## config.mk

```make
export PLATFORM = sky130hd
export DESIGN_NAME = cmos_wr_arbiter
export DESIGN_NICKNAME = d
export VERILOG_FILES = /design/src/rtl/cmos_wr_arbiter_pkg.sv /design/src/rtl/cmos_wr_arbiter_addr_gen.sv /design/src/rtl/cmos_wr_arbiter.sv
export SDC_FILE = /design/constraint.sdc
export NUM_CORES = 1
export LEC_CHECK = 0
export CAP_MARGIN = 5
export CORE_AREA = 2 2 125 127
export DETAILED_ROUTE_END_ITERATION = 6
export DIE_AREA = 0 0 127 129
export GPL_TIMING_DRIVEN = 0
export HOLD_SLACK_MARGIN = 0.08
export SYNTH_ARGS = -nofsm -noshare
export SYNTH_HDL_FRONTEND = slang
export SYNTH_SLANG_ARGS = --single-unit
```

## constraint.sdc

```tcl
create_clock -name i_clk -period 3.1 [get_ports i_clk]
set_input_delay 0.62 -clock i_clk [delete_from_list [all_inputs] [get_ports i_clk]]
set_output_delay 0.62 -clock i_clk [all_outputs]
set_load 0.05 [all_outputs]
```

## src/rtl/cmos_wr_arbiter_pkg.sv

```systemverilog
// Shared types and constants for the two-channel CMOS DDR write arbiter.
package cmos_wr_arbiter_pkg;

  typedef enum logic [1:0] {
    ST_IDLE = 2'd0,
    ST_CMD  = 2'd1,
    ST_DATA = 2'd2
  } state_e;

  localparam int BURST_LEN_DEF  = 16;
  localparam int BEAT_BYTES_DEF = 32;
  localparam int BURST_STEP     = BURST_LEN_DEF * BEAT_BYTES_DEF;

  localparam logic CH_CMOS1 = 1'b0;
  localparam logic CH_CMOS2 = 1'b1;

endpackage

```

## src/rtl/cmos_wr_arbiter_addr_gen.sv

```systemverilog
// Per-channel frame-buffer address generator: write offset, double-buffer
// select and pending frame-restart flag.
module cmos_wr_addr_gen
  import cmos_wr_arbiter_pkg::*;
#(
  parameter int                ADDR_W      = 28,
  parameter logic [ADDR_W-1:0] FRAME_BYTES = 28'h0100000,
  parameter logic [ADDR_W-1:0] BASE        = 28'h0000000,
  parameter logic [ADDR_W-1:0] STEP        = ADDR_W'(BURST_STEP)
) (
  input  logic              i_clk,
  input  logic              i_rst,
  input  logic              i_frame_start,
  input  logic              i_apply_restart,
  input  logic              i_burst_done,
  output logic              o_pending,
  output logic              o_buf_idx,
  output logic [ADDR_W-1:0] o_addr
);

  logic [ADDR_W-1:0] r_offset;
  logic              r_buf_idx;
  logic              r_pending;
  logic [ADDR_W-1:0] w_offset_inc;

  assign w_offset_inc = r_offset + STEP;

  // A pulse arriving on the very cycle a restart is applied re-arms the flag.
  always_ff @(posedge i_clk) begin
    if (i_rst) begin
      r_offset  <= '0;
      r_buf_idx <= 1'b0;
      r_pending <= 1'b0;
    end else begin
      r_pending <= i_frame_start | (r_pending & ~i_apply_restart);
      if (i_apply_restart) begin
        r_offset  <= '0;
        r_buf_idx <= ~r_buf_idx;
      end else if (i_burst_done) begin
        // An overlong frame wraps inside its own buffer.
        r_offset <= (w_offset_inc == FRAME_BYTES) ? '0 : w_offset_inc;
      end
    end
  end

  assign o_pending = r_pending;
  assign o_buf_idx = r_buf_idx;
  assign o_addr    = BASE + (r_buf_idx ? FRAME_BYTES : '0) + r_offset;

endmodule

```

## src/rtl/cmos_wr_arbiter.sv

```systemverilog
// Round-robin DDR write-burst scheduler for two CMOS capture channels with
// per-channel double-buffered frame addressing.
module cmos_wr_arbiter
  import cmos_wr_arbiter_pkg::*;
#(
  parameter int                ADDR_W      = 28,
  parameter int                CNT_W       = 10,
  parameter int                BURST_LEN   = BURST_LEN_DEF,
  parameter int                BEAT_BYTES  = BEAT_BYTES_DEF,
  parameter logic [ADDR_W-1:0] FRAME_BYTES = 28'h0100000,
  parameter logic [ADDR_W-1:0] CH0_BASE    = 28'h0000000,
  parameter logic [ADDR_W-1:0] CH1_BASE    = 28'h0400000
) (
  input  logic              i_clk,
  input  logic              i_rst,
  input  logic [1:0]        i_en,
  input  logic [1:0]        i_frame_start,
  input  logic [CNT_W-1:0]  i_fifo_cnt0,
  input  logic [CNT_W-1:0]  i_fifo_cnt1,
  output logic [1:0]        o_fifo_rd_en,
  output logic              o_cmd_valid,
  input  logic              i_cmd_ready,
  output logic [ADDR_W-1:0] o_cmd_addr,
  output logic [7:0]        o_cmd_len,
  output logic              o_cmd_src,
  output logic              o_wdata_valid,
  input  logic              i_wdata_ready,
  output logic              o_wdata_last,
  output logic [1:0]        o_buf_idx,
  output logic              o_busy
);

  localparam logic [ADDR_W-1:0] STEP = ADDR_W'(BURST_LEN * BEAT_BYTES);
  localparam int                BC_W = $clog2(BURST_LEN) + 1;

  state_e            r_state;
  logic              r_cmd_valid;
  logic [ADDR_W-1:0] r_cmd_addr;
  logic [7:0]        r_cmd_len;
  logic              r_cmd_src;
  logic              r_wdata_valid;
  logic              r_wdata_last;
  logic              r_busy;
  logic              r_rr_next;
  logic [BC_W-1:0]   r_beat_cnt;

  logic [1:0]        w_pending;
  logic [1:0]        w_buf_idx;
  logic [1:0]        w_apply;
  logic [1:0]        w_done;
  logic [1:0]        w_elig;
  logic [ADDR_W-1:0] w_addr0;
  logic [ADDR_W-1:0] w_addr1;
  logic              w_grant;
  logic              w_last_beat;
  logic [BC_W-1:0]   w_beat_inc;

  cmos_wr_addr_gen #(
    .ADDR_W(ADDR_W), .FRAME_BYTES(FRAME_BYTES), .BASE(CH0_BASE), .STEP(STEP)
  ) u_ag0 (
    .i_clk(i_clk), .i_rst(i_rst), .i_frame_start(i_frame_start[0]),
    .i_apply_restart(w_apply[0]), .i_burst_done(w_done[0]),
    .o_pending(w_pending[0]), .o_buf_idx(w_buf_idx[0]), .o_addr(w_addr0)
  );

  cmos_wr_addr_gen #(
    .ADDR_W(ADDR_W), .FRAME_BYTES(FRAME_BYTES), .BASE(CH1_BASE), .STEP(STEP)
  ) u_ag1 (
    .i_clk(i_clk), .i_rst(i_rst), .i_frame_start(i_frame_start[1]),
    .i_apply_restart(w_apply[1]), .i_burst_done(w_done[1]),
    .o_pending(w_pending[1]), .o_buf_idx(w_buf_idx[1]), .o_addr(w_addr1)
  );

  assign w_elig[0] = i_en[0] & (i_fifo_cnt0 >= CNT_W'(BURST_LEN)) & ~w_pending[0];
  assign w_elig[1] = i_en[1] & (i_fifo_cnt1 >= CNT_W'(BURST_LEN)) & ~w_pending[1];
  assign w_grant     = (&w_elig) ? r_rr_next : w_elig[CH_CMOS2];
  assign w_last_beat = (r_beat_cnt == BC_W'(BURST_LEN - 1));
  assign w_beat_inc  = r_beat_cnt + BC_W'(1);
  assign w_apply     = (r_state == ST_IDLE) ? w_pending : 2'b00;
  assign w_done      = ((r_state == ST_DATA) && i_wdata_ready && w_last_beat) ?
                       (r_cmd_src ? 2'b10 : 2'b01) : 2'b00;

  // Burst sequencer; reset aborts any burst in progress.
  always_ff @(posedge i_clk) begin
    if (i_rst) begin
      r_state       <= ST_IDLE;
      r_cmd_valid   <= 1'b0;
      r_cmd_addr    <= '0;
      r_cmd_len     <= 8'd0;
      r_cmd_src     <= 1'b0;
      r_wdata_valid <= 1'b0;
      r_wdata_last  <= 1'b0;
      r_busy        <= 1'b0;
      r_rr_next     <= CH_CMOS1;
      r_beat_cnt    <= '0;
    end else begin
      case (r_state)
        ST_IDLE: begin
          // Pending restarts take this cycle; arbitration waits.
          if (!(|w_pending) && (|w_elig)) begin
            r_cmd_src   <= w_grant;
            r_cmd_addr  <= w_grant ? w_addr1 : w_addr0;
            r_cmd_len   <= 8'(BURST_LEN - 1);
            r_cmd_valid <= 1'b1;
            r_busy      <= 1'b1;
            r_state     <= ST_CMD;
          end
        end
        ST_CMD: begin
          if (i_cmd_ready) begin
            r_cmd_valid   <= 1'b0;
            r_wdata_valid <= 1'b1;
            r_wdata_last  <= (BURST_LEN == 1);
            r_beat_cnt    <= '0;
            r_state       <= ST_DATA;
          end
        end
        ST_DATA: begin
          if (i_wdata_ready) begin
            if (w_last_beat) begin
              r_wdata_valid <= 1'b0;
              r_wdata_last  <= 1'b0;
              r_beat_cnt    <= '0;
              r_rr_next     <= ~r_cmd_src;
              r_busy        <= 1'b0;
              r_state       <= ST_IDLE;
            end else begin
              r_beat_cnt   <= w_beat_inc;
              r_wdata_last <= (w_beat_inc == BC_W'(BURST_LEN - 1));
            end
          end
        end
        default: begin
          r_state <= ST_IDLE;
        end
      endcase
    end
  end

  assign o_fifo_rd_en  = (r_wdata_valid && i_wdata_ready) ?
                         (r_cmd_src ? 2'b10 : 2'b01) : 2'b00;
  assign o_cmd_valid   = r_cmd_valid;
  assign o_cmd_addr    = r_cmd_addr;
  assign o_cmd_len     = r_cmd_len;
  assign o_cmd_src     = r_cmd_src;
  assign o_wdata_valid = r_wdata_valid;
  assign o_wdata_last  = r_wdata_last;
  assign o_buf_idx     = w_buf_idx;
  assign o_busy        = r_busy;

endmodule

```

==> results of run 1 <==
area by class of cell:
class                      count  area, sq um  share of cell area
buffer                        59        330.3             0.05995
clock buffer                   9        225.2             0.04087
clock inverter                 7        92.59             0.01680
inverter                       8        30.03            0.005450
multi-input combinational    409         2585              0.4691
sequential                    75         1501              0.2725
tap                          188        235.2             0.04269
timing repair buffer          51        510.5             0.09264
kinds of logic (layout without fill, tap and decap cells):
family                     count (synthesis)  in the layout  share of synthesized area
buffers and inverters                     67            134                    0.08187
AOI/OAI and AO/OA                         81             81                     0.1373
xor gates and xnor gates                  61             61                     0.1214
and+or+nand+nor                          229            229                     0.2547
muxes                                     15             15                    0.03439
adders and majority gates                 10             10                    0.02843
other                                      1             13                  0.0008519
DFF                                       75             75                     0.3411
placed cells by master, fill, tap and decap left out, types with 9 or more instances in the layout:
cell type / instances
and3_1: 9
dfxtp_1: 75
a211oi_1: 9
buf_4: 19
conb_1: 13
nand4_1: 11
clkdlybuf4s50_1: 51
a21oi_1: 26
xor2_1: 35
nor2_1: 82
nor3_1: 14
nand2_1: 40
xnor2_1: 26
ha_1: 10
nand2b_1: 12
clkbuf_1: 25
nand3_1: 29
buf_2: 12
mux2i_1: 14
clkbuf_16: 9
path summary, 6_finish.rpt:
kind,startpoint,end,slack (ns),cells after the start
worst min register to register,o_wdata_last,o_wdata_last,0.47,2
worst min-delay path,o_wdata_last,o_wdata_last,0.47,2
worst max-delay path,i_wdata_ready,o_fifo_rd_en[0],0.27,4
worst max register to register,r_beat_cnt[0],u_ag0.r_offset[20],0.34,10
routing by layer:
layer	wire length [um]	share of wire	vias up
met1	5292	0.46	1800
li1	-	-	1979
met3	522	0.046	21
met5	0	0	-
met2	5249	0.46	81
met4	349	0.031	0
per-stage QoR:
stage,std cells,instance area (sq um),hold slack [ns]
floorplan,551,4447,0.4492
global placement,790,5192,0.4533
detailed placement,790,5192,0.4645
CTS,806,5510,0.4731
global route,806,5510,0.5007
finish,806,5510,0.4705
registers in the layout, summed over array words and instances, names as in the netlist:
register	cells
u_ag0.o_buf_idx	1
u_ag1.r_offset	19
r_state	2
o_wdata_valid	1
u_ag1.o_buf_idx	1
o_cmd_len	1
r_rr_next	1
o_cmd_src	1
u_ag0.r_offset	19
o_busy	1
u_ag1.o_pending	1
u_ag0.o_pending	1
o_wdata_last	1
r_beat_cnt	5
o_cmd_valid	1
o_cmd_addr	19
report_power, final:
| part | internal (mW) | total (mW) | leakage, nW | switching [mW] |
|---|---|---|---|---|
| Sequential | 1.00 | 1.04 | 0.609 | 0.0372 |
| Clock | 0.701 | 1.13 | 0.147 | 0.426 |
| Combinational | 0.178 | 0.494 | 1.25 | 0.316 |
critical path, stage by stage:
cell and delay, ns:
clkdlybuf4s50_1 0.58, nand2_1 0.10, nor2_1 0.09, clkdlybuf4s50_1 0.81
==> impl_metrics.env, run 1 <==
export IMPL_gr_usage_all_layers=0.1435
export IMPL_die_h_um=129
export IMPL_die_area_sq_mm=0.01638
export IMPL_grt_max_degree=14
export IMPL_avgSynthCellArea_sq_um=8.166
export IMPL_synth_most_common_cell="nor2_1"
export IMPL_via_per_inst=4.815
export IMPL_wl_um=11410
export IMPL_drive_gt1_frac=0.1165
export IMPL_rows=45
export IMPL_grt_pass1_vias=3711
export IMPL_synthTopCellsByArea="dfxtp_1 34%, nor2_1 7.0%, xor2_1 7.0%"
export IMPL_worst_clock_skew_ns=0.005771
export IMPL_yosys_top_cells_count="82 x nor2_1, 75 x dfxtp_1, 40 x nand2_1"
export IMPL_synth_edff_count=0
export IMPL_total_leakage_power_nw=2.004
export IMPL_gr_usage_met1=0.1749
export IMPL_cts_made_buffers=9
export IMPL_htreeDepth=3
export IMPL_path_clk_slew_ns=0.06
export IMPL_cts_setup_buffers=0
export IMPL_use_met2=0.2369
export IMPL_antenna_found_initial=0
export IMPL_die_x_um=127
export IMPL_synth_top_cell_by_area="dfxtp_1"
export IMPL_n_antenna_cell=0
export IMPL_drc=0
export IMPL_routabilityCongestion=0.9168
export IMPL_clock_latency_ns=0.35
export IMPL_start_kind="input pin"
export IMPL_core_sq_mm=0.01498
export IMPL_overflow=0
export IMPL_routedWlPerCell_um=14.16
export IMPL_synth_top_area_frac=0.3411
export IMPL_ant_nets=0
export IMPL_fillers=1526
export IMPL_dp_hpwl_um=8513
export IMPL_pin_count=73
export IMPL_gr_usage_met3=0.02703
export IMPL_fin_nets=651
export IMPL_dp_slack_ns=0.1553
export IMPL_worst_ep_arrival_time_ns=2.21
export IMPL_first_pass_iters=4
export IMPL_cts_tree="yes"
export IMPL_p_total_mw=2.662
export IMPL_vdd_drop_max_mv=0.2659
export IMPL_outcome="completed"
export IMPL_slew_headroom=0.5015
export IMPL_postLayoutSetupSlackWorst_ns=0.2724
export IMPL_grt_pass1_wl_um=18510
export IMPL_cts_root_buffer="clkbuf_16"
export IMPL_syn2layout_area_growth_pct=25.18
export IMPL_synthesis_area_sq_mm=0.004402
export IMPL_clock_fmax_mhz=353.7
export IMPL_setup_viol=0
export IMPL_grt_busiest_layer="met2"
export IMPL_cts_resized=0
export IMPL_finalHoldViolCount=0
export IMPL_ys_flop_type="dfxtp_1"
export IMPL_async_flop_share=0
export IMPL_worstMarginPinSlew_ns=0.7477
export IMPL_drtIter0Drc=223
export IMPL_clock_sinks=75
export IMPL_worstPathRequired_ns=2.48
export IMPL_crit_type="input pin to primary output"
export IMPL_synth_cell_types=56
export IMPL_period_share=0.9121
export IMPL_worstSetupEndpointType="primary output"
export IMPL_cp_max_fo=4
export IMPL_num_vias=3881
export IMPL_synth_seq_area_share=0.3411
export IMPL_cts_hold_buf=0
export IMPL_clock_path_buffers=2
export IMPL_drv_slew=0
export IMPL_syn_instance_count=539
export IMPL_power_density_mw_per_mm2=483.0
export IMPL_final_util=0.3679
export IMPL_rsz0062_at_grt="no"
export IMPL_hold_class="register to register"
export IMPL_initial_core_util=0.2939
export IMPL_cap_violations=0
export IMPL_yosys_warnings=0
export IMPL_layout_min_cycle_time_ns=2.828
export IMPL_io_buffers=51
export IMPL_synth_seq_cells=75
export IMPL_fin_setup_tns_ns=0
(Power assumes the default switching activity.)
==> run 2, diff against run 1 <==
--- a/config.mk
+++ b/config.mk
@@ -6,11 +6,11 @@
 export NUM_CORES = 1
 export LEC_CHECK = 0
 export CAP_MARGIN = 5
-export CORE_AREA = 2 2 125 127
+export CORE_AREA = 2 2 137 139
 export DETAILED_ROUTE_END_ITERATION = 6
-export DIE_AREA = 0 0 127 129
-export GPL_TIMING_DRIVEN = 0
+export DIE_AREA = 0 0 139 141
 export HOLD_SLACK_MARGIN = 0.08
 export SYNTH_ARGS = -nofsm -noshare
 export SYNTH_HDL_FRONTEND = slang
+export SYNTH_HIERARCHICAL = 1
 export SYNTH_SLANG_ARGS = --single-unit
==> run 2 against run 1 <==
  * Utilization decreased by 2.9 points
  * Combinational power rose by 41%
  * Routed wire length grew 13%
  * Sequential power is 14% higher
  * Synthesized cell count up 19%
  * Register-to-register slack better by 0.23 ns
  * Largest power group unchanged
==> impl_metrics.env, run 2 <==
export IMPL_htreeDepth=3
export IMPL_yosys_top_cells_count="84 x dfxtp_1, 59 x nor2_1, 51 x buf_4"
export IMPL_synth_top_cell_by_area="dfxtp_1"
export IMPL_vdd_drop_max_mv=0.2465
export IMPL_crit_type="input pin to register"
export IMPL_avgSynthCellArea_sq_um=8.375
export IMPL_core_sq_mm=0.01827
export IMPL_routabilityCongestion=0.7861
export IMPL_synth_seq_cells=84
export IMPL_n_antenna_cell=0
export IMPL_rsz0062_at_grt="no"
export IMPL_die_x_um=139
export IMPL_num_vias=4408
export IMPL_cts_root_buffer="clkbuf_16"
export IMPL_syn_instance_count=640
export IMPL_period_share=0.8165
export IMPL_drive_gt1_frac=0.1273
export IMPL_start_kind="input pin"
export IMPL_synth_edff_count=0
export IMPL_layout_commonest_cell="dfxtp_1"
export IMPL_ys_flop_type="dfxtp_1"
export IMPL_synthesis_area_sq_mm=0.005360
export IMPL_synthTopCellsByArea="dfxtp_1 31%, buf_4 7.1%, a311oi_2 5.6%"
export IMPL_clock_fmax_mhz=395.1
export IMPL_clock_latency_ns=0.34
export IMPL_drc=0
export IMPL_worst_clock_skew_ns=0.006086
export IMPL_antenna_found_initial=0
export IMPL_rows=50
export IMPL_wl_um=12860
export IMPL_synth_most_common_cell="dfxtp_1"
export IMPL_pin_count=73
export IMPL_cts_hold_buf=0
export IMPL_cts_tree="yes"
export IMPL_worstPathRequired_ns=3.35
export IMPL_drv_slew=0
export IMPL_fin_nets=685
export IMPL_routedWlPerCell_um=14.52
export IMPL_worstMarginPinSlew_ns=0.8754
export IMPL_gr_usage_all_layers=0.1327
export IMPL_largest_reg_flops=28
export IMPL_layout_min_cycle_time_ns=2.531
export IMPL_ant_nets=0
export IMPL_via_per_inst=4.975
export IMPL_synth_seq_area_share=0.3137
export IMPL_hold_class="register to register"
export IMPL_yosys_warnings=6
export IMPL_fin_hold_ws_ns=0.4578
export IMPL_worstSetupEndpointType="register"
export IMPL_io_buffers=60
export IMPL_outcome="completed"
export IMPL_overflow=0
export IMPL_layout_common_cells="84 x dfxtp_1, 59 x nor2_1, 57 x clkdlybuf4s50_1, 45 x nand3_1, 37 x nor3_1"
export IMPL_worst_ep_arrival_time_ns=2.78
export IMPL_setup_viol=0
export IMPL_syn2layout_area_growth_pct=15.38
export IMPL_total_leakage_power_nw=2.099
export IMPL_drtIter0Drc=189
export IMPL_grt_pass1_wl_um=21470
export IMPL_cp_max_fo=16
export IMPL_first_pass_iters=5
export IMPL_fin_setup_tns_ns=0
export IMPL_clock_path_buffers=2
export IMPL_path_clk_slew_ns=0.06
export IMPL_grt_pass1_vias=4202
export IMPL_cts_setup_buffers=0
export IMPL_clock_sinks=84
export IMPL_finalHoldViolCount=0
export IMPL_slew_headroom=0.4164
export IMPL_dp_hpwl_um=9052
export IMPL_initial_core_util=0.2934
export IMPL_async_flop_share=0
export IMPL_grt_max_degree=30
export IMPL_cap_violations=0
export IMPL_power_density_mw_per_mm2=503.0
export IMPL_cts_made_buffers=9
export IMPL_synth_top_area_frac=0.3137
export IMPL_die_area_sq_mm=0.01960
export IMPL_synth_cell_types=67
export IMPL_die_h_um=141
export IMPL_cts_resized=0
[run 2: cell count changes after synthesis, sizes merged, moves of 13 or more]
cell,previous run,this run
o21ai,8,38
a311oi,1,28
a211oi,17,4
nor3,15,40
buf,34,74
nor2,85,59
nand3,29,50
[run 2: cells by family (layout without fill, tap and decap cells)]
group,Yosys count,count (layout),share of synthesized area
other,3,22,0.002101
AOI/OAI and AO/OA,120,120,0.1783
muxes,3,3,0.005602
adders and majority gates,10,10,0.02334
buffers and inverters,110,103,0.1254
xor gates and xnor gates,60,60,0.09804
and+or+nand+nor,250,250,0.2535
DFF,84,84,0.3137
[run 2: worst max-delay path: stages]
cell	delay (ns)
clkdlybuf4s50_1	0.39
or4_1	0.64
o311a_1	0.41
or2_1	0.25
buf_4	0.22
a311oi_1	0.25
[run 2: layout make-up]
class / count / area [sq um]
fill: 1895 / 12080
multi-input combinational: 465 / 3097
timing repair buffer: 77 / 743.2
clock inverter: 5 / 100.1
sequential: 84 / 1682
tap: 234 / 292.8
clock buffer: 11 / 232.7
inverter: 10 / 37.54
[run 2: path summary, 6_finish.rpt]
| path | from | to | slack [ns] | depth (start not counted) |
|---|---|---|---|---|
| setup / recovery | i_fifo_cnt0[8] | o_cmd_addr[21] | 0.57 | 6 |
| hold / removal | o_busy | o_busy | 0.46 | 2 |
| setup reg to reg | r_beat_cnt[1] | u_ag1/r_offset[20] | 0.57 | 11 |
| hold reg to reg | o_busy | o_busy | 0.46 | 2 |
[run 2: routing by layer]
metal / wire length [um] / GRT usage / vias up
li1: - / - / 2234
met1: 6254 / 0.1778 / 2066
met2: 5724 / 0.2097 / 93
met4: 206 / 0.04732 / 0
met3: 679 / 0.03091 / 15
met5: 0 / 0 / -
[run 2: report_power, final]
part / switching [mW] / internal, mW / leakage, nW
registers: 0.0499 / 1.14 / 0.684
clock network: 0.435 / 0.785 / 0.163
logic: 0.456 / 0.242 / 1.25
[run 2: through the flow]
stage	worst slack [ns]	util	area (sq um)	instances	total power, mW
after floorplan	0.7547	-	5431	659	1.715
after global placement	0.2887	0.3203	5852	870	1.914
after detailed placement	0.2235	0.3203	5852	870	1.917
after CTS	0.5573	0.3386	6185	886	3.152
after global routing	0.2732	0.3386	6185	886	3.237
final	0.5687	0.3386	6185	886	3.111
==> run 3, diff against run 2 <==
==> constraint.sdc (replaced) <==
create_clock -name i_clk -period 2.7 [get_ports i_clk]
set_input_delay 0.54 -clock i_clk [delete_from_list [all_inputs] [get_ports i_clk]]
set_output_delay 0.54 -clock i_clk [all_outputs]
set_load 0.05 [all_outputs]
==> run 3 against run 2 <==
  * Sequential cell count unchanged
  * Hold slack worse by 0.0037 ns
  * Setup slack worse by 0.26 ns
  * Power grew 10%
  * Non-clock buffer count unchanged
  * Cell area up 0.34%
  * Routed wire length is 0.29% lower
  * First-iteration DRC count up 14%
  * Die area stayed put
  * Utilization grew 0.12 points
  * Critical path depth increased by 7
  * Sequential power increased by 15%
  * Highest routed layer unchanged
==> impl_metrics.env, run 3 (synthesized netlist as in run 2, its figures left out) <==
export IMPL_outcome="completed"
export IMPL_drc=0
export IMPL_first_pass_iters=4
export IMPL_layout_common_cells="84 x dfxtp_1, 59 x nor2_1, 57 x clkdlybuf4s50_1, 45 x nand3_1, 37 x nor3_1"
export IMPL_grt_pass1_wl_um=21290
export IMPL_drv_slew=0
export IMPL_pin_count=73
export IMPL_via_per_inst=4.937
export IMPL_drtIter0Drc=216
export IMPL_worstMarginPinSlew_ns=0.5579
export IMPL_cts_root_buffer="clkbuf_16"
export IMPL_die_area_sq_mm=0.01960
export IMPL_num_vias=4364
export IMPL_io_buffers=60
export IMPL_cts_hold_buf=0
export IMPL_n_antenna_cell=0
export IMPL_worstPathRequired_ns=2.94
export IMPL_cp_max_fo=17
export IMPL_cap_violations=0
export IMPL_routedWlPerCell_um=14.51
export IMPL_start_kind="register"
export IMPL_setup_viol=0
export IMPL_wl_um=12830
export IMPL_core_sq_mm=0.01827
export IMPL_die_h_um=141
export IMPL_rows=50
export IMPL_clock_fmax_mhz=419.0
export IMPL_dp_hpwl_um=8882
export IMPL_layout_commonest_cell="dfxtp_1"
export IMPL_gr_usage_all_layers=0.1333
export IMPL_slew_headroom=0.6269
export IMPL_total_leakage_power_nw=2.098
export IMPL_path_clk_slew_ns=0.06
export IMPL_syn2layout_area_growth_pct=15.78
export IMPL_fin_hold_ws_ns=0.4541
export IMPL_cts_made_buffers=9
export IMPL_hold_class="register to register"
export IMPL_fin_nets=685
export IMPL_worstSetupEndpointType="register"
export IMPL_layout_min_cycle_time_ns=2.386
export IMPL_worst_ep_arrival_time_ns=2.62
export IMPL_ant_nets=0
export IMPL_fin_setup_tns_ns=0
export IMPL_antenna_found_initial=0
export IMPL_crit_type="register to register"
export IMPL_fillers=1946
export IMPL_initial_core_util=0.2934
export IMPL_overflow=0
export IMPL_grt_pass1_vias=4209
export IMPL_htreeDepth=3
export IMPL_finalHoldViolCount=0
export IMPL_period_share=0.8839
export IMPL_clock_sinks=84
export IMPL_clock_path_buffers=2
export IMPL_drive_gt1_frac=0.1262
export IMPL_cts_tree="yes"
export IMPL_vdd_drop_max_mv=0.3455
export IMPL_die_x_um=139
export IMPL_cts_setup_buffers=0
export IMPL_routabilityCongestion=0.7967
export IMPL_power_density_mw_per_mm2=551.9
export IMPL_clock_latency_ns=0.35
export IMPL_cts_resized=0
export IMPL_worst_clock_skew_ns=0.007311
export IMPL_grt_max_degree=32
export IMPL_rsz0062_at_grt="no"
export IMPL_largest_reg_flops=28
run 3: cell types whose count changed in the layout (fill, tap and decap cells not counted):
cell,delta
bufinv_16,-2
clkbuf_1,-1
buf_4,-5
clkinv_2,-1
buf_12,+5
clkbuf_8,+2
run 3: cell type report:
type | instances | area [sq um] | area share
well taps | 234 | 292.8 | 0.04718
clock buffers | 12 | 256.5 | 0.04133
clock inverters | 2 | 35.03 | 0.005645
multi-input cells | 465 | 3097 | 0.4990
repair buffers | 77 | 805.8 | 0.1298
inverters | 10 | 37.54 | 0.006048
flip-flops and latches | 84 | 1682 | 0.2710
run 3: worst paths after layout:
kind / from / endpoint / slack [ns] / cells after the start
worst max-delay path: r_beat_cnt[1] / u_ag0/r_offset[20] / 0.31 / 13
worst max register to register: r_beat_cnt[1] / u_ag0/r_offset[20] / 0.31 / 13
worst min register to register: o_busy / o_busy / 0.45 / 2
worst min-delay path: o_busy / o_busy / 0.45 / 2
run 3: critical path, stage by stage (launching register included):
cell and delay (ns):
dfxtp_1 0.37, ha_1 0.25, nand3_1 0.12, inv_1 0.07
ha_1 0.20, nand2_1 0.12, nor3_2 0.24, buf_12 0.19
nor2b_1 0.06, nor3b_1 0.15, o21ai_0 0.10, nor2_1 0.13
o2111a_1 0.21, a21oi_2 0.05
run 3: metal layers:
layer / wire (um) / up-vias / share of wire / GRT usage
met4: 300 / 0 / 0.023 / 0.06061
met3: 724 / 18 / 0.056 / 0.03057
met2: 5551 / 91 / 0.43 / 0.2015
met5: 0 / - / 0 / 0
met1: 6250 / 2021 / 0.49 / 0.1813
li1: - / 2234 / - / -
run 3: report_power, final:
group	internal, mW	switching (mW)
clock network	0.755	0.485
registers	1.31	0.0583
logic	0.291	0.524
total	2.36	1.07
run 3: stage by stage:
stage / total power, mW / setup WS [ns] / util / instances / cell area [sq um]
2_1_floorplan: 1.969 / 0.3547 / - / 659 / 5431
3_3_place_gp: 2.213 / 0.02898 / 0.3238 / 870 / 5914
3_5_place_dp: 2.216 / 0.0009628 / 0.3238 / 870 / 5914
4_1_cts: 3.470 / 0.2896 / 0.3397 / 884 / 6206
5_1_grt: 3.569 / 0.005115 / 0.3397 / 884 / 6206
6_report: 3.425 / 0.3136 / 0.3397 / 884 / 6206
